==> src/rtl/pipeline_hazard_ctrl.sv <==
// -----------------------------------------------------------------------------
// pipeline_hazard_ctrl
//
// Central stall/flush controller for the 5-stage pipeline (F, D, X, M, W).
// It drives the enable and clear inputs of the PC, FD, DX and XM registers.
// It detects load-use hazards and taken control transfers resolved in X.
// It also sequences the multicycle mult/div unit: it issues a start pulse,
// freezes F/D/X while the unit runs, and releases the pipeline when the
// result is ready or the run times out.
//
// Parameters:
//   MD_TIMEOUT  maximum mult/div run cycles before a forced abort (>= 2)
//   CNT_W       run counter width; 2**CNT_W must exceed MD_TIMEOUT
//
// Ports:
//   clock, reset       rising-edge clock; synchronous active-high reset
//   fd_rs, fd_rt       source registers of the instruction in FD
//   fd_uses_rt         the FD instruction actually reads rt
//   dx_rd              destination register of the instruction in DX
//   dx_is_load         the DX instruction is lw
//   dx_is_md           the DX instruction is mul/div
//   dx_br_taken        a DX branch/jump resolved taken
//   md_ready           mult/div result valid (level; only used while running)
//   pc_en/fd_en/dx_en  register enables
//   fd_flush/dx_flush  load a nop into FD/DX on the next latch
//   xm_bubble          load a nop into XM on the next latch
//   pc_sel_br          PC takes the branch target
//   md_start           one-cycle start pulse to the mult/div unit
//   md_wb_valid        the mult/div result may be latched into XM
//   md_timeout         one-cycle pulse when a run is aborted
//   stall_cycles       count of cycles with pc_en low
//
// Optional feature: define STALL_COUNT_EN to build the stall-cycle counter.
// Without it, stall_cycles is tied to zero.
// -----------------------------------------------------------------------------
module pipeline_hazard_ctrl #(
  parameter int MD_TIMEOUT = 40,
  parameter int CNT_W      = 6
) (
  input  logic        clock,
  input  logic        reset,
  input  logic [4:0]  fd_rs,
  input  logic [4:0]  fd_rt,
  input  logic        fd_uses_rt,
  input  logic [4:0]  dx_rd,
  input  logic        dx_is_load,
  input  logic        dx_is_md,
  input  logic        dx_br_taken,
  input  logic        md_ready,
  output logic        pc_en,
  output logic        fd_en,
  output logic        dx_en,
  output logic        fd_flush,
  output logic        dx_flush,
  output logic        xm_bubble,
  output logic        pc_sel_br,
  output logic        md_start,
  output logic        md_wb_valid,
  output logic        md_timeout,
  output logic [31:0] stall_cycles
);

  typedef enum logic [1:0] {
    IDLE    = 2'd0,
    MD_RUN  = 2'd1,
    MD_DONE = 2'd2
  } state_e;

  localparam logic [CNT_W-1:0] CNT_LAST = CNT_W'(MD_TIMEOUT - 1);

  state_e           state_q, state_d;
  logic [CNT_W-1:0] cnt_q, cnt_d;
  logic             load_use;

  // Register 0 is hard-wired, so a load into it can never create a hazard.
  assign load_use = dx_is_load && (dx_rd != 5'd0) &&
                    ((dx_rd == fd_rs) || (fd_uses_rt && (dx_rd == fd_rt)));

  // NOTE: sequential state is updated with non-blocking assignments only, so
  // every flop samples the pre-edge value of every other flop.
  always_ff @(posedge clock) begin
    if (reset) begin
      state_q <= IDLE;
      cnt_q   <= '0;
    end else begin
      state_q <= state_d;
      cnt_q   <= cnt_d;
    end
  end

  // NOTE: every output and next-state signal gets a default before the case,
  // so no path through this block leaves a value unassigned (no latches).
  always_comb begin
    state_d     = state_q;
    cnt_d       = cnt_q;
    pc_en       = 1'b1;
    fd_en       = 1'b1;
    dx_en       = 1'b1;
    fd_flush    = 1'b0;
    dx_flush    = 1'b0;
    xm_bubble   = 1'b0;
    pc_sel_br   = 1'b0;
    md_start    = 1'b0;
    md_wb_valid = 1'b0;
    md_timeout  = 1'b0;

    // While reset is high the defaults above are exactly the reset values.
    if (!reset) begin
      unique case (state_q)
        IDLE: begin
          if (dx_is_md) begin
            // Decode guarantees no taken branch alongside a mult/div.
            md_start  = 1'b1;
            pc_en     = 1'b0;
            fd_en     = 1'b0;
            dx_en     = 1'b0;
            xm_bubble = 1'b1;
            state_d   = MD_RUN;
            cnt_d     = '0;
          end else if (dx_br_taken) begin
            // The squashed instructions make any load-use match irrelevant.
            pc_sel_br = 1'b1;
            fd_flush  = 1'b1;
            dx_flush  = 1'b1;
          end else if (load_use) begin
            pc_en    = 1'b0;
            fd_en    = 1'b0;
            dx_flush = 1'b1;
          end
        end

        MD_RUN: begin
          pc_en     = 1'b0;
          fd_en     = 1'b0;
          dx_en     = 1'b0;
          xm_bubble = 1'b1;
          if (md_ready) begin
            state_d = MD_DONE;
          end else if (cnt_q == CNT_LAST) begin
            md_timeout = 1'b1;
            state_d    = IDLE;
            cnt_d      = '0;
          end else begin
            cnt_d = cnt_q + 1'b1;
          end
        end

        MD_DONE: begin
          // The result goes into XM this cycle while DX reloads normally.
          md_wb_valid = 1'b1;
          state_d     = IDLE;
        end

        default: begin
          state_d = IDLE;
        end
      endcase
    end
  end

`ifdef STALL_COUNT_EN
  logic [31:0] stall_q;

  always_ff @(posedge clock) begin
    if (reset) begin
      stall_q <= '0;
    end else if (!pc_en) begin
      stall_q <= stall_q + 32'd1;
    end
  end

  // Reset also masks the count so the output is zero during the reset cycle.
  assign stall_cycles = reset ? 32'd0 : stall_q;
`else
  assign stall_cycles = 32'd0;
`endif

endmodule
==> config.mk <==
export PLATFORM = sky130hd
export DESIGN_NAME = pipeline_hazard_ctrl
export DESIGN_NICKNAME = d
export VERILOG_FILES = /design/src/rtl/pipeline_hazard_ctrl.sv
export SDC_FILE = /design/constraint.sdc
export NUM_CORES = 1
export LEC_CHECK = 0
export ABC_AREA = 1
export BUFFER_PORTS_ARGS = -buffer_cell sky130_fd_sc_hd__buf_2
export CORE_MARGIN = 1
export CORE_UTILIZATION = 38
export CTS_CLUSTER_DIAMETER = 30
export DETAILED_ROUTE_END_ITERATION = 6
export PLACE_DENSITY = 0.81
export SYNTH_ARGS = -nofsm -noshare
export SYNTH_HDL_FRONTEND = slang
export SYNTH_SLANG_ARGS = --single-unit
==> constraint.sdc <==
create_clock -name clock -period 1.3 [get_ports clock]
set_clock_uncertainty 0.2 [all_clocks]
set_input_delay 0.065 -clock clock [delete_from_list [all_inputs] [get_ports clock]]
set_output_delay 0.065 -clock clock [all_outputs]
set_load 0.05 [all_outputs]
## After elaboration in Yosys (flattened, before gate mapping)

Cells that the tools add are included.

| storage, ports and cells | value |
|---|---|
| register bits | 8 |
| latch bits | 0 |
| RAM bits | 0 |
| ROM bits | 0 |
| input port bits | 22 |
| output and inout bits | 42 |
| logic and storage cells | 56 |
| memories | 0 |

| cells by class | value |
|---|---|
| add/subtract/negate cells | 1 |
| $mul | 0 |
| div/mod/pow operators | 0 |
| magnitude comparators | 0 |
| eq/ne operators | 8 |
| shift operators | 0 |
| multiplexer cells | 36 |
| bitwise gates (word level) | 0 |
| reductions and logical operators | 9 |

Operators with widths:

| kind | count |
|---|---|
| two-way mux 1 bit | 25 |
| two-way mux 6 bit | 3 |
| case mux 6 bit (2 select lines) | 1 |
| == test 5 bit | 2 |
| adder 6 x 1 -> 6 bit, second input constant | 1 |
| == test 6 bit, second input constant | 1 |
| two-way mux 2 bit | 3 |
| case mux 1 bit (2 select lines) | 3 |
| nonzero test 5 bit | 1 |
| inequality test 2 bit, second input constant | 2 |
| case mux 2 bit (2 select lines) | 1 |
| logical AND 1 bit | 3 |
| inequality test 3 bit, second input constant | 1 |
| AND reduction 3 bit | 1 |
| == test 2 x 1 -> 1 bit, second input constant | 1 |
| == test 2 bit, second input constant | 1 |
| zero test 2 bit | 1 |
| AND reduction 2 bit | 1 |
| nonzero test 2 bit | 1 |
| logical OR 1 bit | 1 |

## Depth between registers and ports, before layout

Gate-level depths: netlist (run 1).

| logic depth | value |
|---|---|
| depth in word-level cells | 9 |
| mapped depth | 10 |
| gate-level depth less buffers | 9 |

## Worst setup path before layout (run 1)

OpenSTA, ideal clock, no wires.

| timing path | value |
|---|---|
| kind | register -> output |
| start | reg state_q[0] |
| end | out xm_bubble |
| arrival | 2.065 ns |
| required time | 1.035 ns |
| setup slack | -1.030 ns |
| stages on the path, launching flop included | 3 |
| path buffers | 0 |
| path through | dfxtp_1 -> o21ai_0 -> inv_1 |

| between the ends | value |
|---|---|
| word-level cells in the longest chain between the ends | 3 |
| elaborated cells on any way between the ends | 4 |
| classes of those cells | eq/ne (1); mux (2); reduce/logical (1) |

Ends and longest elaborated chain:

| element | RTL line | text |
|---|---|---|
| start, declared | 71 | `state_e state_q, state_d;` |
| start signal, assigned | 86 | `state_q <= state_d;` |
| == test 2 x 1 -> 1 bit / zero test 2 bit (equally long branches) | 109 | `unique case (state_q)` |
| case mux 1 bit (2 select lines) * | 109 |  |
| two-way mux 1 bit * | 108 | `if (!reset) begin` |
| end, declared | 55 | `output logic xm_bubble,` |

Every way passes the cells marked *; elsewhere a longest branch is shown, timed or not.

## Final worst setup path (run 1)

| timing path | value |
|---|---|
| start | reg cnt_q[0] |
| end | out md_timeout |

| between the ends | value |
|---|---|
| word-level cells in the longest chain between the ends | 5 |

Ends and longest elaborated chain:

| element | RTL line | text |
|---|---|---|
| start, declared | 72 | `logic [CNT_W-1:0] cnt_q, cnt_d;` |
| start signal, assigned | 87 | `cnt_q <= cnt_d;` |
| == test 6 bit | 139 | `end else if (cnt_q == CNT_LAST) begin` |
| two-way mux 1 bit | 139 |  |
| two-way mux 1 bit | 137 | `if (md_ready) begin` |
| two-way mux 1 bit | 109 |  |
| two-way mux 1 bit | 108 |  |
| end, declared | 59 | `output logic md_timeout,` |

No other way between the ends.

==> run metrics, run 1 <==
Pins Over Slew Limit=0; n_diodes=0; Port Buffers=31; Worst EP required=1.03 ns; largest net degree at the start of global routing=8; initial cell density of the core=a little over two fifths; PD cells=between 700 and 800 mW/mm²; final core occ=between 60% and 70%; worst path arrival time=around 1.3 ns; leakage power=around 0.80 nW; clock root buffer master=clkbuf_4; ratio of cells with drive above 1 in the final layout=between 40% and 50%; post-synthesis adder-cell area fraction=~1.3%; startpoint types=flip-flop; routed vias=around 1000; leading post-synthesis cells by cell area=buf_4 (27%), dfxtp_1 (17%), nand2_1 (14%), inv_1 (9.8%), nor2_1 (6.6%); Post-Layout Cell Count=between 200 and 250; final hold violations=0; Residual DRC=0; CTS Buf Count=3; Chip Height=52.3 µm; initial drt markers=11; EDFF count, synth=0; post-synth top area cell=buf_4; design area=about 0.0015 mm²; Finish-stage setup viols=17; worst r2r path cells=9; clk buf depth=2; nets=237; first-pass GRT wire length=3.69 mm; Clk Latency, worst-skew pair=0.27 ns; Die Area=roughly 0.0027 mm²; min cycle time layout=~1.6 ns; # clock sinks=8; RSZ-0062 raised after global routing=yes; Fin Setup TNS=-2.84 ns; vias per cell=about 4.3; f_max=between 600 and 700 MHz; Area after DPL=0.00116 mm²; GRT Total Usage=approximately 18%; Post-Syn Area=~960 µm²; Die X=roughly 52 µm; Crit. End Element=primary output; antenna viol nets, final=0; # IOs=64; flops & latches, synth=8; Syn Inst Count=between 150 and 200; met3 wire len=between 100 and 150 µm; largest family of logic cells by synthesized area=buffers and inverters; Commonest cells post-synth=nand2_1 (36), buf_4 (34), inv_1 (25); max cap viols=0; GP Congestion=roughly 0.9; metal2 WL=approximately 1.2 mm; ys flop type=dfxtp_1; Hold Crit Depth=4; initial antenna violation count=0; mux cell area share after synthesis=0%; final WL=around 2.3 mm; DRT Pass-1 Iters=4; FFs w/ async S/R, synth=0%; CTS tree=done; WL/cell=around 9.4 µm; Worst Slack Setup Final=-0.273 ns; Worst Path Class, Setup=reg2out; CTS H-tree depth=1; Met1 Wirelength=~860 µm; violated checks=setup timing; post-synthesis xor/xnor area fraction=under 10%; Synth Area in Compound Gates=under 10%; Congestion Overflow GR=0; hpwl dp=roughly 1.5 mm; Layout area overhead=54.4%; Rows=17; Worst Hold Class=in2reg; Final Cycle Share=121%; Placed Cells=about 230; Synth Area in Simple Gates=about a third; post-synth top area share=26.6%; peak supply drop=between 0.0005 and 0.0006 V; number of global-route vias before repair=between 900 and 1000; yosys warns=0; core area=about 0.0023 mm²; Seq/Total Area, Yosys=about 17%; CP Max Fanout=2; highest metal used=met4; run status=complete, but fails checks; worst slack, placed=-0.159 ns; most frequent cell after synthesis=nand2_1; Yosys cell types=23; CTS clk-pin slew, worst paths=around 0.06 ns; Avg Inst Size Synth=just under 6 µm²
==> worst max-delay path, stage by stage (launching register included) <==
cell     delay, ns
dfxtp_2       0.35
ha_4          0.15
nand2_4       0.06
nor2_4        0.10
nand3_4       0.09
nor3_4        0.13
buf_6         0.18
==> kinds of logic after synthesis <==
group | Yosys count
AOI/OAI and AO/OA | 15
xor gates and xnor gates | 2
DFF | 8
other | 1
and+or+nand+nor | 72
adders and majority gates | 1
buffers and inverters | 62
==> flip-flops by register name (all words and copies together), names as in the netlist <==
register and cells:
state_q 2, cnt_q 6
==> cell usage in the layout, fill, tap and decap left out, drive strengths merged <==
cell type    netlist  layout
buf               34      51
and3               1       1
o211ai             1       1
clkinvlp           0       1
nand3             11      11
inv               27      26
xnor2              1       1
nor4               1       1
ha                 1       1
nand2             39      39
xor2               1       1
conb               1      32
a21oi              7       7
dfxtp              8       8
nor2              19      19
o21ai              7       7
clkbuf             1       4
dlygate4sd3        0       1
nor3               1       1
==> where the power goes <==
group	internal, mW	switching [mW]
Combinational	0.177	0.425
Clock	0.118	0.0946
Sequential	0.256	0.0156
Total	0.551	0.535
==> path summary, 6_finish.rpt <==
path                     end  slack [ns]       start
setup / recovery  md_timeout       -0.27    cnt_q[0]
hold reg to reg   state_q[1]        0.28  state_q[1]
setup reg to reg    cnt_q[3]       -0.22    cnt_q[0]
hold / removal    state_q[0]        0.04    dx_is_md
==> area by class of cell <==
cell class / count / area (µm²)
fill: 217 / 813
multi-input combinational: 122 / 723
timing repair buffer: 52 / 419
sequential: 8 / 170
inverter: 27 / 110
tap: 28 / 35.0
clock buffer: 4 / 26.3
==> metal layers <==
metal  global-route usage [%]  vias up
met1                     18.7      442
met4                     2.63        0
met2                     36.5       47
met5                        0        -
li1                         -      531
met3                     5.51        5
==> timing repair <==
action                                  4_1_cts  5_1_grt
endpoints found under the setup margin       14       17
setup buffers                                 3        6
pin swaps                                    13        5
endpoints found under the hold margin         2        0
gates resized for setup                      42       20
hold buffers                                  1        0
==> metrics by stage <==
stage,total power [mW],hold slack (ns)
after floorplan,0.743,0.0433
after global placement,0.762,0.196
after detailed placement,0.766,0.202
after CTS,1.04,0.0278
after global routing,1.16,0.0421
final,1.09,0.0438
Power figures use the tool's default switching activity.
==> inputs of run 2 (changes only) <==
--- a/config.mk
+++ b/config.mk
@@ -8,10 +8,10 @@
 export ABC_AREA = 1
 export BUFFER_PORTS_ARGS = -buffer_cell sky130_fd_sc_hd__buf_2
 export CORE_MARGIN = 1
-export CORE_UTILIZATION = 38
+export CORE_UTILIZATION = 42
 export CTS_CLUSTER_DIAMETER = 30
 export DETAILED_ROUTE_END_ITERATION = 6
-export PLACE_DENSITY = 0.81
+export PLACE_DENSITY = 0.84
 export SYNTH_ARGS = -nofsm -noshare
 export SYNTH_HDL_FRONTEND = slang
 export SYNTH_SLANG_ARGS = --single-unit
==> constraint.sdc (replaced) <==
create_clock -name clock -period 1.5 [get_ports clock]
set_clock_uncertainty 0.2 [all_clocks]
set_input_delay 0.075 -clock clock [delete_from_list [all_inputs] [get_ports clock]]
set_output_delay 0.075 -clock clock [all_outputs]
set_load 0.05 [all_outputs]
==> run 2 against run 1 <==
  * The run ends with hold timing, setup timing left
  * Sequential cell count unchanged
  * Largest cell class unchanged
  * Critical path type unchanged
  * Via count decreased by 6.5%
  * Final area decreased by 16%
  * Count of clock-buffer cells in the layout decreased by 1
  * Critical path depth unchanged
  * Utilization decreased by 4.0 points
==> run metrics, run 2 (synthesis gave the netlist of run 1 again) <==
run status=complete, but fails checks (unchanged); violated checks=hold timing, setup timing (was setup timing); max cap viols=0 (unchanged); R2R setup slack=-0.01 ns (was -0.22 ns); number of global-route vias before repair=866 (was 911); Worst Hold Class=in2reg (unchanged); final hold violations=3 (was 0); CTS H-tree depth=1 (unchanged); DRT Pass-1 Iters=4 (unchanged); RR Endpoint=cnt_q[3] (unchanged); final WL=2.03 mm (was 2.26 mm); min cycle time layout=1.62 ns; Finish-stage setup viols=5 (was 17); Worst Slack Setup Final=-0.119 ns (was -0.273 ns); routed vias=958 (was 1025); Die Area=0.00248 mm² (was 0.00273 mm²); initial drt markers=13 (was 11); RSZ-0062 raised after global routing=yes (unchanged); Worst Path Class, Setup=reg2out (unchanged); WL/cell=9.04 µm (was 9.38 µm); vias per cell=4.26 (was 4.25); Chip Height=49.8 µm (was 52.3 µm); end of the critical path=md_timeout (unchanged); # IOs=64 (unchanged); Residual DRC=0 (unchanged); hpwl dp=1.42 mm (was 1.54 mm); Congestion Overflow GR=0 (unchanged); Top Registers=cnt_q (6), state_q (2) (unchanged); Pins Over Slew Limit=0 (unchanged); n_diodes=0 (unchanged); core area=0.00206 mm² (was 0.00230 mm²); nets=223 (was 237); GRT Total Usage=17.1% (was 18.4%); Crit. Startpoint=cnt_q[0] (unchanged); leakage power=0.694 nW (was 0.800 nW); ratio of cells with drive above 1 in the final layout=36.4% (was 43.2%); Final Cycle Share=108%; CP Max Fanout=3 (was 2); Layout area overhead=29.9% (was 54.4%); f_max=618 MHz; CTS tree=done (unchanged); Rows=16 (was 17); # clock sinks=8 (unchanged); Worst Hold Margin=-0.0548 ns (was 0.0438 ns); PD cells=678 mW/mm² (was 732 mW/mm²); Fin Setup TNS=-0.164 ns (was -2.84 ns); antenna viol nets, final=0 (unchanged); CTS Buf Count=3 (unchanged); Hold Buf Count CTS=1 (unchanged); reg2reg start=cnt_q[0] (unchanged); first-pass GRT wire length=3.26 mm (was 3.69 mm); CTS clk-pin slew, worst paths=0.05 ns (was 0.06 ns); worst path arrival time=1.34 ns (was 1.31 ns); commonest cells after routing, fill and taps aside=conb_1 (32), nand2_1 (29), inv_1 (24) (was conb_1 (32), nand2_1 (28), inv_1 (23)); clk buf depth=2 (unchanged); initial antenna violation count=0 (unchanged); largest net degree at the start of global routing=10 (was 8); GP Congestion=0.784 (was 0.894); peak supply drop=0.000497 V (was 0.000505 V); initial cell density of the core=46.6% (was 41.8%); Crit. End Element=primary output (unchanged); Port Buffers=31 (unchanged); fillers=198 (was 217); Die X=49.8 µm (was 52.3 µm); Worst EP required=1.22 ns (was 1.03 ns); Most flops, register=cnt_q (unchanged); worst r2r path cells=8 (was 9); number of flip-flops in the largest register=6 (unchanged); clock root buffer master=clkbuf_4 (unchanged); commonest non-fill, non-tap cell in the layout=conb_1 (unchanged); Clk Latency, worst-skew pair=0.25 ns (was 0.27 ns); startpoint types=flip-flop (unchanged)
run 2: layout make-up:
cell class	instances	area (µm²)	area share [%]
flip-flops and latches	8	173	13.8
multi-input cells	122	648	51.9
inverters	27	108	8.62
clock buffers	3	22.5	1.80
well taps	27	33.8	2.71
repair buffers	38	264	21.1
run 2: how the worst min path moves through the flow:
stage / from / to / slack [ns] / depth (start not counted)
after floorplan: dx_is_md / state_q[0] / 0.06 / 2
after global routing: reset / cnt_q[4] / -0.03 / 2
after global placement: reset / state_q[0] / 0.19 / 2
final: reset / state_q[0] / -0.05 / 2
after CTS: reset / state_q[0] / -0.05 / 2
after detailed placement: reset / cnt_q[4] / 0.19 / 2
run 2: critical path, stage by stage (launching register included):
cell and delay, ns:
dfxtp_4 0.36, ha_4 0.14, nand2_2 0.06, nor2_2 0.10, nand3_2 0.11, nor3_2 0.14
buf_6 0.18
run 2: metal layers:
layer | share of wire, % | GRT usage [%]
met5 | 0 | 0
met4 | 2.9 | 6.67
met3 | 5.6 | 5.25
met2 | 52 | 32.9
met1 | 40 | 16.5
run 2: repair_timing:
| action | CTS | global route |
|---|---|---|
| hold endpoints to repair | 3 | 3 |
| setup buffers | 3 | 1 |
| setup endpoints to repair | 7 | 11 |
| pin swaps | 4 | 6 |
| resized for setup | 24 | 23 |
run 2: power by group:
part | switching, mW | total, mW | internal (mW) | leakage (nW)
Sequential | 0.0130 | 0.235 | 0.222 | 0.0677
Clock | 0.0710 | 0.162 | 0.0914 | 0.0138
Combinational | 0.344 | 0.449 | 0.105 | 0.613
Total | 0.428 | 0.846 | 0.418 | 0.694
run 2: per-stage QoR:
step | setup slack (ns) | total power, mW | utilization, % | instances | cell area, µm²
2_1_floorplan | -0.166 | 0.636 | - | 192 | 1100
3_3_place_gp | 0.0580 | 0.634 | 50.5 | 217 | 1040
3_5_place_dp | 0.0395 | 0.637 | 50.5 | 217 | 1040
4_1_cts | -0.0976 | 0.827 | 56.9 | 224 | 1170
5_1_grt | -0.192 | 0.900 | 60.6 | 225 | 1250
6_report | -0.119 | 0.846 | 60.6 | 225 | 1250
==> inputs of run 3 (changes only) <==
--- a/config.mk
+++ b/config.mk
@@ -6,12 +6,13 @@
 export NUM_CORES = 1
 export LEC_CHECK = 0
 export ABC_AREA = 1
-export BUFFER_PORTS_ARGS = -buffer_cell sky130_fd_sc_hd__buf_2
 export CORE_MARGIN = 1
-export CORE_UTILIZATION = 42
+export CORE_UTILIZATION = 60
 export CTS_CLUSTER_DIAMETER = 30
 export DETAILED_ROUTE_END_ITERATION = 6
-export PLACE_DENSITY = 0.84
+export DONT_BUFFER_PORTS = 1
+export PLACE_DENSITY = 0.8
+export SETUP_SLACK_MARGIN = 0.1
 export SYNTH_ARGS = -nofsm -noshare
 export SYNTH_HDL_FRONTEND = slang
 export SYNTH_SLANG_ARGS = --single-unit
==> run 3 against run 2 <==
  * Highest routed layer unchanged
  * Sequential cell count did not move
  * Hold slack got worse by 0.28 ns
  * Die area fell by 29%
  * The flow still finishes with violations (hold timing, setup timing)
  * Cell count fell by 13%
  * Fmax fell by 3.5%
  * Combinational power fell by 2%
  * First-iteration DRC count rose by 38%
  * Final area fell by 0.40%
  * Via count fell by 5.1%
==> run metrics, run 3 (synthesis gave the netlist of run 1 again) <==
commonest non-fill, non-tap cell in the layout=conb_1 (unchanged); Die Area=0.00177 mm² (was 0.00248 mm²); clk buf depth=2 (unchanged); number of flip-flops in the largest register=6 (unchanged); CP Max Fanout=2 (was 3); violated checks=hold timing, setup timing (unchanged); Clk Latency, worst-skew pair=0.26 ns (was 0.25 ns); nets=204 (was 223); Crit. Startpoint=cnt_q[1] (was cnt_q[0]); CTS clk-pin slew, worst paths=0.06 ns (was 0.05 ns); peak supply drop=0.000632 V (was 0.000497 V); # clock sinks=8 (unchanged); Finish-stage setup viols=5 (unchanged); routed vias=909 (was 958); metal2 WL=1.20 mm (was 1.05 mm); number of global-route vias before repair=846 (was 866); fillers=97 (was 198); leakage power=0.657 nW (was 0.694 nW); Worst Hold Class=in2reg (unchanged); RSZ-0062 raised after global routing=yes (unchanged); reg2reg start=cnt_q[1] (was cnt_q[0]); design area=0.00124 mm² (was 0.00125 mm²); Die X=42.0 µm (was 49.8 µm); final WL=2.22 mm (was 2.03 mm); CTS Buf Count=3 (unchanged); vias per cell=4.64 (was 4.26); R2R setup slack=-0.10 ns (was -0.01 ns); WL/cell=11.3 µm (was 9.04 µm); worst r2r path cells=9 (was 8); Most flops, register=cnt_q (unchanged); PD cells=689 mW/mm² (was 678 mW/mm²); Hold Buf Count CTS=3 (was 1); max cap viols=0 (unchanged); ratio of cells with drive above 1 in the final layout=28.9% (was 36.4%); Port Buffers=0 (was 31); Worst Slack Setup Final=-0.178 ns (was -0.119 ns); GRT Total Usage=25.1% (was 17.1%); critical path's largest stage delay=0.35 ns (was 0.36 ns); Chip Height=42.0 µm (was 49.8 µm); Area after DPL=990 µm² (was 0.00104 mm²); n_diodes=0 (unchanged); Worst EP required=1.22 ns (about the same); Design Power=857 µW (was 846 µW); Worst Hold Margin=-0.332 ns (was -0.0548 ns); CTS tree=done (unchanged); initial cell density of the core=63.8% (was 46.6%); commonest cells after routing, fill and taps aside=conb_1 (32), nand2_1 (29), inv_1 (23) (was conb_1 (32), nand2_1 (29), inv_1 (24)); crit-path cells=ha_4 -> nand2_4 -> nor2_4 -> nand3_4 -> nor3_4 -> buf_12 (was ha_4 -> nand2_2 -> nor2_2 -> nand3_2 -> nor3_2 -> buf_6); end of the critical path=md_timeout (unchanged); min cycle time layout=1.68 ns (was 1.62 ns); clock root buffer master=clkbuf_4 (unchanged); initial drt markers=18 (was 13); worst slack, placed=0.0848 ns (was 0.0395 ns); # IOs=64 (unchanged); RR Endpoint=cnt_q[3] (unchanged); CTS H-tree depth=1 (unchanged); hpwl dp=1.39 mm (was 1.42 mm); final hold violations=3 (unchanged); Pins Over Slew Limit=0 (unchanged); Rows=14 (was 16); critical hold path startpoint=reset (unchanged); first-pass GRT wire length=3.46 mm (was 3.26 mm); CP max-delay cell=dfxtp_2 (was dfxtp_4); Worst Path Class, Setup=reg2out (unchanged); Congestion Overflow GR=0 (unchanged); worst path arrival time=1.40 ns (was 1.34 ns); initial antenna violation count=0 (unchanged); antenna viol nets, final=0 (unchanged); DRT Pass-1 Iters=6 (was 4); largest net degree at the start of global routing=10 (unchanged); Met1 Wirelength=806 µm (was 811 µm); Top Registers=cnt_q (6), state_q (2) (unchanged); core area=0.00151 mm² (was 0.00206 mm²); Crit. End Element=primary output (unchanged); GP Congestion=0.883 (was 0.784); met3 wire len=179 µm (was 113 µm); run status=complete, but fails checks (unchanged); Residual DRC=0 (unchanged); Layout area overhead=29.4% (was 29.9%); Final Cycle Share=112% (was 108%); highest metal used=met4 (unchanged); startpoint types=flip-flop (unchanged); f_max=596 MHz (was 618 MHz)
==> run 3: where the power goes <==
part	switching, mW	internal [mW]
sequential	0.0126	0.222
clock	0.0813	0.102
combinational	0.333	0.105
==> run 3: cell type report <==
type	instances	area (µm²)	share of cell area, %
well taps	16	20.0	1.61
repair buffers	19	221	17.8
flip-flops and latches	8	170	13.7
clock buffers	4	26.3	2.11
multi-input cells	122	698	56.1
inverters	27	108	8.65
==> run 3: through the flow <==
stage	instances	util [%]	TNS (ns)
detailed placement	180	65.7	0
finish	196	82.6	-0.513
global placement	180	65.7	0
global route	196	82.6	-0.812
floorplan	192	-	0
CTS	193	76.2	-0.341
==> run 3: per-layer routing <==
| metal | vias up | track usage [%] |
|---|---|---|
| met3 | 5 | 3.88 |
| li1 | 464 | - |
| met5 | - | 0 |
| met1 | 383 | 26.3 |
| met4 | 0 | 8.75 |
| met2 | 57 | 49.7 |
==> run 3: how the worst min path moves through the flow <==
stage	end	slack (ns)	depth (start not counted)
finish	state_q[0]	-0.33	1
CTS	state_q[0]	-0.33	1
global placement	state_q[0]	-0.06	1
floorplan	state_q[0]	0.05	2
detailed placement	state_q[0]	-0.05	1
global route	state_q[0]	-0.33	1
==> run 3: critical path: cells and delay by family (launching register included) <==
family	cells	cell delay (ns)
simple gates	4	0.49
flops	1	0.35
buf+inv	1	0.16
fa+ha+maj	1	0.15
==> run 3: timing repair <==
action,CTS,global route
endpoints found under the setup margin,9,14
buffers inserted,6,4
pin swaps,9,8
hold endpoints to repair,8,3
gates resized for setup,14,20
